==> config.mk <==
export PLATFORM = sky130hd
export DESIGN_NAME = pci_initiator_ctrl_flat
export DESIGN_NICKNAME = d
export VERILOG_FILES = /design/src/rtl/pci_initiator_ctrl_if.sv /design/src/rtl/pci_initiator_ctrl.sv /design/src/flat_wrapper.sv
export SDC_FILE = /design/constraint.sdc
export NUM_CORES = 1
export LEC_CHECK = 0
export CAP_MARGIN = 40
export CORE_UTILIZATION = 50
export CTS_CLUSTER_SIZE = 10
export DETAILED_ROUTE_END_ITERATION = 10
export HOLD_SLACK_MARGIN = 0.15
export PLACE_DENSITY = 0.86
export SLEW_MARGIN = 5
export SYNTH_ARGS = -nofsm -noshare
export SYNTH_HDL_FRONTEND = slang
export SYNTH_SLANG_ARGS = --single-unit
==> constraint.sdc <==
create_clock -name clk -period 3 [get_ports clk]
set_input_delay 0.3 -clock clk [delete_from_list [all_inputs] [get_ports clk]]
set_output_delay 0.3 -clock clk [all_outputs]
set_load 0.05 [all_outputs]
==> src/rtl/pci_initiator_ctrl_if.sv <==
// pci_initiator_ctrl_if: PCI master-side control pins shared by the initiator and the bus/target side.
interface pci_initiator_ctrl_if;
  logic REQ;
  logic GNT;
  logic FRAME_in;
  logic IRDY_in;
  logic TRDY;
  logic DEVSEL;
  logic STOP;
  logic FRAME;
  logic IRDY;
  logic ad_oe;
  logic addr_phase;
  logic xfer;
  modport master (
    output REQ, FRAME, IRDY, ad_oe, addr_phase, xfer,
    input  GNT, FRAME_in, IRDY_in, TRDY, DEVSEL, STOP
  );
  modport slave (
    input  REQ, FRAME, IRDY, ad_oe, addr_phase, xfer,
    output GNT, FRAME_in, IRDY_in, TRDY, DEVSEL, STOP
  );
endinterface

==> src/rtl/pci_initiator_ctrl.sv <==
// pci_initiator_ctrl: PCI master transaction sequencer (request, address phase, FRAME/IRDY data handshake, termination).
module pci_initiator_ctrl #(
  parameter int DEVSEL_TO = 5,
  parameter int LAT_TIMER = 16
) (
  input  logic                        clk,
  input  logic                        rst,
  pci_initiator_ctrl_if.master        bus,
  input  logic                        start,
  input  logic [3:0]                  nwords,
  output logic                        busy,
  output logic                        done,
  output logic [1:0]                  status,
  output logic [3:0]                  words_left
);
  typedef enum logic [2:0] {IDLE, REQ_BUS, ADDR, DATA, LAST, TURN} state_t;
  // thresholds are compared against the pre-increment count, so the limit is hit in that same cycle
  localparam logic [2:0] DTO = 3'(DEVSEL_TO - 1);
  localparam logic [4:0] LTO = 5'(LAT_TIMER - 1);
  state_t     r_state, w_nstate;
  logic [2:0] r_dcnt;
  logic [4:0] r_lcnt;
  logic       r_seen, r_force, w_nforce;
  logic       r_req, r_frame, r_irdy, r_oe, r_ap, r_busy, r_done;
  logic [1:0] r_status, w_nstatus;
  logic [3:0] r_wl, w_nwl;
  logic       w_data, w_xfer, w_final, w_disc, w_tabort, w_mabort, w_lat;
  assign w_data   = r_state == DATA;
  assign w_xfer   = w_data && !bus.TRDY && !bus.DEVSEL;
  assign w_final  = r_wl <= 4'd1 || r_force;
  assign w_disc   = !bus.STOP && !bus.DEVSEL;
  assign w_tabort = !bus.STOP && bus.DEVSEL && r_seen;
  assign w_mabort = bus.DEVSEL && !r_seen && r_dcnt >= DTO;
  assign w_lat    = r_lcnt >= LTO && bus.GNT && r_wl > 4'd1;
  always_comb begin
    w_nstate  = r_state;
    w_nwl     = r_wl;
    w_nstatus = r_status;
    w_nforce  = 1'b0;
    case (r_state)
      IDLE: if (start) begin
        w_nstate  = REQ_BUS;
        w_nwl     = nwords == 4'd0 ? 4'd1 : nwords;
        w_nstatus = 2'b00;
      end
      REQ_BUS: if (!bus.GNT && bus.FRAME_in && bus.IRDY_in) w_nstate = ADDR;
      ADDR: w_nstate = DATA;
      DATA: begin
        w_nwl    = r_wl - {3'd0, w_xfer};
        w_nforce = r_force || w_lat;
        if (w_mabort || w_tabort || w_disc) begin
          w_nstatus = w_mabort ? 2'b01 : w_tabort ? 2'b10 : 2'b11;
          w_nstate  = w_final ? TURN : LAST;
        end else if (w_xfer && w_final) begin
          w_nstatus = w_nwl != 4'd0 ? 2'b11 : 2'b00;
          w_nstate  = TURN;
        end
      end
      LAST: w_nstate = TURN;
      default: w_nstate = IDLE;
    endcase
  end
  always_ff @(posedge clk or posedge rst) begin
    if (rst) begin
      r_state  <= IDLE;
      r_wl     <= 4'd0;
      r_status <= 2'b00;
      r_dcnt   <= 3'd0;
      r_lcnt   <= 5'd0;
      r_seen   <= 1'b0;
      r_force  <= 1'b0;
      r_req    <= 1'b1;
      r_frame  <= 1'b1;
      r_irdy   <= 1'b1;
      r_oe     <= 1'b0;
      r_ap     <= 1'b0;
      r_busy   <= 1'b0;
      r_done   <= 1'b0;
    end else begin
      r_state  <= w_nstate;
      r_wl     <= w_nwl;
      r_status <= w_nstatus;
      r_force  <= w_nforce;
      r_dcnt   <= w_data ? r_dcnt + {2'd0, r_dcnt != 3'b111} : 3'd0;
      r_lcnt   <= w_data ? r_lcnt + {4'd0, r_lcnt != 5'b11111} : 5'd0;
      r_seen   <= w_data && (r_seen || !bus.DEVSEL);
      r_req    <= w_nstate != REQ_BUS;
      r_frame  <= !(w_nstate == ADDR || (w_nstate == DATA && w_nwl > 4'd1 && !w_nforce));
      r_irdy   <= !(w_nstate == DATA || w_nstate == LAST);
      r_oe     <= w_nstate inside {ADDR, DATA, LAST, TURN};
      r_ap     <= w_nstate == ADDR;
      r_busy   <= w_nstate != IDLE;
      r_done   <= w_nstate == TURN;
    end
  end
  assign bus.REQ        = r_req;
  assign bus.FRAME      = r_frame;
  assign bus.IRDY       = r_irdy;
  assign bus.ad_oe      = r_oe;
  assign bus.addr_phase = r_ap;
  assign bus.xfer       = w_xfer;
  assign busy           = r_busy;
  assign done           = r_done;
  assign status         = r_status;
  assign words_left     = r_wl;
endmodule
==> src/flat_wrapper.sv <==
// flat-port wrapper written by rule: the top's interface ports become plain ports
module pci_initiator_ctrl_flat 
#(
  parameter int DEVSEL_TO = 5,
  parameter int LAT_TIMER = 16
)
  (clk, rst, start, nwords, busy, done, status, words_left, bus_REQ, bus_FRAME, bus_IRDY, bus_ad_oe, bus_addr_phase, bus_xfer, bus_GNT, bus_FRAME_in, bus_IRDY_in, bus_TRDY, bus_DEVSEL, bus_STOP);
  pci_initiator_ctrl_if bus_i ();
  input  logic clk;
  input  logic rst;
  input  logic start;
  input  logic [3:0] nwords;
  output logic busy;
  output logic done;
  output logic [1:0] status;
  output logic [3:0] words_left;
  output wire logic [$bits(bus_i.REQ)-1:0] bus_REQ;
  output wire logic [$bits(bus_i.FRAME)-1:0] bus_FRAME;
  output wire logic [$bits(bus_i.IRDY)-1:0] bus_IRDY;
  output wire logic [$bits(bus_i.ad_oe)-1:0] bus_ad_oe;
  output wire logic [$bits(bus_i.addr_phase)-1:0] bus_addr_phase;
  output wire logic [$bits(bus_i.xfer)-1:0] bus_xfer;
  input wire logic [$bits(bus_i.GNT)-1:0] bus_GNT;
  input wire logic [$bits(bus_i.FRAME_in)-1:0] bus_FRAME_in;
  input wire logic [$bits(bus_i.IRDY_in)-1:0] bus_IRDY_in;
  input wire logic [$bits(bus_i.TRDY)-1:0] bus_TRDY;
  input wire logic [$bits(bus_i.DEVSEL)-1:0] bus_DEVSEL;
  input wire logic [$bits(bus_i.STOP)-1:0] bus_STOP;
  assign bus_REQ = bus_i.REQ;
  assign bus_FRAME = bus_i.FRAME;
  assign bus_IRDY = bus_i.IRDY;
  assign bus_ad_oe = bus_i.ad_oe;
  assign bus_addr_phase = bus_i.addr_phase;
  assign bus_xfer = bus_i.xfer;
  assign bus_i.GNT = bus_GNT;
  assign bus_i.FRAME_in = bus_FRAME_in;
  assign bus_i.IRDY_in = bus_IRDY_in;
  assign bus_i.TRDY = bus_TRDY;
  assign bus_i.DEVSEL = bus_DEVSEL;
  assign bus_i.STOP = bus_STOP;
  pci_initiator_ctrl #(.DEVSEL_TO(DEVSEL_TO), .LAT_TIMER(LAT_TIMER)) u_core (.clk(clk), .rst(rst), .bus(bus_i), .start(start), .nwords(nwords), .busy(busy), .done(done), .status(status), .words_left(words_left));
endmodule
Word-level counts from Yosys, hierarchy flattened
Cells that the tools add are included.

word-level totals
  output and inout bits = 14
  input port bits = 13
  bits in registers = 26
  logic and storage cells = 91

operators by class
  magnitude comparators = 5
  muxes and demuxes = 19
  add/subtract/negate cells = 3
  equal/unequal tests = 13
  reductions and logical operators = 37

operators with widths
  kind                                                                              count
  1-bit logical AND                                                                 15
  3-bit two-way mux                                                                 5
  3-bit case mux with 5 select lines                                                1
  3-bit by 2-bit equality test with 1-bit output (second input constant)            4
  2-bit two-way mux                                                                 5
  3-bit equality test (second input constant)                                       3
  4-bit by 1-bit greater-than comparator with 1-bit output (second input constant)  2
  1-bit zero test                                                                   8
  4-bit two-way mux                                                                 2
  4-bit case mux with 2 select lines                                                1
  4-bit nonzero test                                                                2
  1-bit logical OR                                                                  7
  3-bit inequality test (second input constant)                                     2
  5-bit by 1-bit adder with 5-bit output                                            1
  5-bit by 4-bit >= comparator with 1-bit output (second input constant)            1
  5-bit two-way mux                                                                 1
  5-bit inequality test (second input constant)                                     1
  4-bit by 1-bit <= comparator with 1-bit output (second input constant)            1
  4-bit zero test                                                                   1
  2-bit case mux with 2 select lines                                                1
  4-bit by 1-bit subtractor with 4-bit output                                       1
  3-bit by 1-bit adder with 3-bit output                                            1
  3-bit by 1-bit equality test with 1-bit output (second input constant)            1
  3-bit >= comparator (second input constant)                                       1
  7 further kinds                                                                   9

Logic depth before layout (Yosys ltp)
  depth in word-level cells = 12
  mapped depth = 11
  depth with buffers taken out = 9

Least setup slack after synthesis
Ideal clock, no wire load.

  path kind = reg2reg
  from = register u_core.r_state[2]
  to = register u_core.r_frame, in the netlist u_core.bus.FRAME
  data required time = 2.931 ns
  stages on the path, launching flop included = 11
  arrival time = 3.597 ns
  setup slack = -0.666 ns
  library setup time = 0.069 ns
  buffers on the path = 2
  period minus slack after synthesis = 3.666 ns
  cells stage by stage = dfrtp_1 -> buf_2 -> nand3b_1 -> clkbuf_1 -> nor3_1 -> ha_1 -> nor3b_1 -> mux2i_1 -> a221o_1 -> o32a_1 -> o21ai_2

on the way
  elaborated cells between the ends (all ways) = 24
  those cells by class = add/sub (1); order compare (1); eq/ne (6); mux (7); reduce/logical (9)

RTL lines
  element                                                   line                      source
  from (decl)                                               pci_initiator_ctrl.sv:20  state_t r_state, w_nstate;
  from (signal assigned)                                    pci_initiator_ctrl.sv:80  r_state <= w_nstate;
  3-bit by 2-bit equality test with 1-bit output            pci_initiator_ctrl.sv:28  assign w_data = r_state == DATA;
  1-bit logical AND (2 in series)                           pci_initiator_ctrl.sv:29  assign w_xfer = w_data && !bus.TRDY && !bus.DEVSEL;
  net bus_xfer                                              flat_wrapper.sv:22        output wire logic [$bits(bus_i.xfer)-1:0] bus_xfer;
  4-bit by 1-bit subtractor with 4-bit output               pci_initiator_ctrl.sv:49  w_nwl = r_wl - {3'd0, w_xfer};
  4-bit case mux with 2 select lines                        pci_initiator_ctrl.sv:40  case (r_state)
  net u_core.w_nwl[3]                                       pci_initiator_ctrl.sv:26  logic [3:0] r_wl, w_nwl;
  4-bit by 1-bit greater-than comparator with 1-bit output  pci_initiator_ctrl.sv:88  r_frame <= !(w_nstate == ADDR || (w_nstate == DATA && w_nwl > 4'd1 && !w_nforce));
  1-bit logical AND (2 in series)                           pci_initiator_ctrl.sv:88
  1-bit logical OR                                          pci_initiator_ctrl.sv:88
  1-bit zero test                                           pci_initiator_ctrl.sv:88
  to (signal assigned)                                      pci_initiator_ctrl.sv:88
  to (decl)                                                 pci_initiator_ctrl.sv:24  logic r_req, r_frame, r_irdy, r_oe, r_ap, r_busy, r_done;

The timed path passes the listed nets, and every way through them passes these cells.
A chain may end at the register's enable or synchronous reset.

Worst setup path in the final report
  from = register u_core.r_state[2]
  to = register u_core.r_frame, in the netlist u_core.bus.FRAME

on the way
  elaborated cells between the ends (all ways) = 24
  those cells by class = add/sub (1); order compare (1); eq/ne (6); mux (7); reduce/logical (9)

RTL lines
  element                                                       line
  3-bit by 2-bit equality test with 1-bit output                pci_initiator_ctrl.sv:28, pci_initiator_ctrl.sv:40
  1-bit logical AND (2 in series)                               pci_initiator_ctrl.sv:29
  4-bit by 1-bit subtractor with 4-bit output                   pci_initiator_ctrl.sv:49
  4-bit case mux with 2 select lines (*)                        pci_initiator_ctrl.sv:40
  net u_core.w_nwl[3]                                           pci_initiator_ctrl.sv:26
  4-bit by 1-bit greater-than comparator with 1-bit output (*)  pci_initiator_ctrl.sv:88
  1-bit logical AND (*) (2 in series)                           pci_initiator_ctrl.sv:88
  1-bit logical OR (*)                                          pci_initiator_ctrl.sv:88
  1-bit zero test (*)                                           pci_initiator_ctrl.sv:88

Mark *: on every way through the listed nets, which the timed path passes. The rest lies on a longest branch.

==> run_results.csv <==
group,metric,value,unit
route,drt_wl_total,2.94,mm
route,drt_pass1_iterations,6,
synth,synth_compound_area_share,12.3,%
synth,synth_top_family_by_area,"simple AND/OR/NAND/NOR gates",
synth,synth_edf_count,0,
clocking,cts_hold_buffers,0,
floorplan,die_w,53.7,um
global_route,gr-usage-all-layers,23.6,%
cells_and_area,final_cell_mix,"26 x clkdlybuf4s50_1, 23 x dfrtp_1, 18 x nor2_1",
cells_and_area,final_area,1670,um^2
global_route,grt_pass1_vias,1060,
synth,yosys.area_share.simple,21.5,%
outcome,outcome,"completed",
global_route,gr-total-overflow,0,
sta,worst_pin_slew,0.572,ns
clocking,cts.sinks,26,
synth,ys_seq_area_share,49.0,%
global_route,antenna_found_initial,0,
place,place_congestion,0.802,
synth,syn_area,1340,um^2
global_route,grt_max_degree,16,
cells_and_area,drive_gt1_share,9.74,%
synth,ys_warn_count,0,
worst_setup_path,required,3.28,ns
synth,synth-xor-area-share,3.94,%
worst_setup_path,crit_type,"flop to flop",
pwr,vdd_drop_max,0.000636,V
sta,setup-violations-final,0,
place,post_dp_cell_area,1630,um^2
synth,async_reset_ff_share,100,%
synth,ys.flop_type,"dfrtp_1",
synth,synth.distinct_cells,41,
floorplan,design.die.area,2880,um^2
floorplan,ioPinCount,27,
route,routed-via-count,1050,
floorplan,core,2500,um^2
sta,hold_viol,0,
run,cap_violations,0,
clocking,clockRootBuffer,"clkbuf_4",
global_route,use_met3,5.37,%
cells_and_area,nets,174,
global_route,grt_pass1_wl,4.71,mm
cells_and_area,fillerInstances,197,
worst_hold_path,hp-class,"primary input to async pin",
cells_and_area,final_common_cell,"clkdlybuf4s50_1",
global_route,use_met2,41.6,%
sta,setup_slack,0.437,ns
cells_and_area,synthToLayoutAreaGrowth,25.1,%
cells_and_area,multi_input_area,629,um^2
floorplan,die_h,53.7,um
worst_setup_path,cp-end-kind,"flop",
synth,syn-instance-count,127,
route,drtIter0Drc,21,
sta,rsz0062_at_grt,"false",
route,wire_per_inst,16.0,um
route,vias_per_cell,5.71,
sta,fin_skew,0.00334,ns
synth,synthAdderAreaFrac,5.62,%
sta,slew_headroom,61.6,%
clocking,post-cts-setup-buffers,0,
place,portBuffers,26,
sta,drv_slew,0,
pwr,p_leak,0.729,nW
clocking,clock_path_buffers,2,
place,place_ws,0.458,ns
synth,syn_avg_cell_area,10.5,um^2
synth,synth_nets,146,
clocking,cts_tree,"built",
route,drc,0,
floorplan,rows,18,
worst_setup_path,reg2reg_depth,8,
clocking,cts_made_buffers,3,
clocking,cts_resized,0,
global_route,busiest_layer,"met2",
floorplan,initial_utilization,53.4,%
worst_setup_path,cp_max_fo,12,
route,ant_nets,0,
pwr,power_density,963,nW/um^2
cells_and_area,seq_area,654,um^2
clocking,h-tree-depth,1,
sta,max_freq,390,MHz
synth,ys_ff_latch,26,
cells_and_area,antenna_cells,0,
worst_setup_path,start_kind,"flop",
clocking,clk_pin_slew_worst_paths,0.14,ns
synth,synth_mux_area_share,3.00,%
clocking,clock_latency,0.33,ns
global_route,use_met1,25.8,%
sta,period_share,85.4,%
place,hpwl,2.18,mm
sta,fin_crit,2.56,ns
sta,tns,0,ns
worst_setup_path,critPathArrivalTime,2.84,ns
## synthesized netlist by cell type, types with 3 or more instances
cell / number / area share [%]
nor2b_1: 3 / 1.4
mux2i_1: 4 / 3.0
nand3_1: 3 / 1.1
nor3_1: 4 / 1.5
nor2_1: 18 / 5.1
o21ai_0: 5 / 1.9
ha_1: 6 / 5.6
and2_1: 4 / 1.9
dfstp_2: 3 / 5.9
dfrtp_1: 23 / 43
inv_1: 8 / 2.2
xnor2_1: 4 / 2.6
nand2_1: 7 / 2.0
## path summary, 6_finish.rpt
check | startpoint | slack, ns | end
hold reg to reg | u_core.status[0] | 0.54 | u_core.status[0]
max in group asynchronous | rst | 2.19 | u_core.bus.FRAME
setup / recovery | u_core.r_state[2] | 0.44 | u_core.bus.FRAME
setup reg to reg | u_core.r_state[2] | 0.44 | u_core.bus.FRAME
min in group clk | u_core.status[0] | 0.54 | u_core.status[0]
hold / removal | rst | 0.27 | u_core.busy
## worst max-delay path, cell delays in order, from the launching register on
cell and delay, ns:
dfrtp_1 0.56, nand3b_1 0.30, nor3_4 0.17, ha_1 0.19
nor3b_1 0.34, mux2i_1 0.13, a221o_1 0.33, o32a_1 0.37
o21ai_2 0.11
## layout make-up
| type | count | share of cell area (%) |
|---|---|---|
| Clock buffer | 4 | 2.17 |
| Inverter | 8 | 1.80 |
| Multi-Input combinational cell | 88 | 37.7 |
| Sequential cell | 26 | 39.2 |
| Tap cell | 30 | 2.25 |
| Timing Repair Buffer | 28 | 16.9 |
## metrics by stage
stage | hold slack [ns] | utilization, % | instances | power, mW
after floorplan | 0.338 | - | 127 | 1.18
after global placement | 0.510 | 64.8 | 179 | 1.38
after detailed placement | 0.519 | 65.4 | 180 | 1.42
after CTS | 0.285 | 66.8 | 184 | 1.61
after global routing | 0.302 | 66.8 | 184 | 1.70
final | 0.270 | 66.8 | 184 | 1.61
## cells by family (layout without fill, tap and decap cells)
family | count (synthesis) | in the layout
xor gates and xnor gates | 6 | 6
buffers and inverters | 13 | 40
and+or+nand+nor | 52 | 52
muxes | 4 | 4
DFF | 26 | 26
adders and majority gates | 6 | 6
AOI/OAI and AO/OA | 20 | 20
## metal layers
layer,up-vias,wire length (um)
met4,0,59
met1,510,1160
met5,-,0
met3,6,126
met2,37,1590
li1,497,-
## registers in the layout, indices dropped and copies added, names as in the netlist
register               count
u_core.r_lcnt              5
u_core.words_left          4
u_core.r_dcnt              3
u_core.r_state             3
u_core.status              2
u_core.bus.FRAME           1
u_core.bus.IRDY            1
u_core.bus.REQ             1
u_core.bus.ad_oe           1
u_core.bus.addr_phase      1
u_core.busy                1
u_core.done                1
u_core.r_force             1
u_core.r_seen              1
## where the power goes
part	switching, mW	internal [mW]
Combinational	0.525	0.326
Clock	0.109	0.0744
Sequential	0.112	0.462
Power figures use the tool's default switching activity.
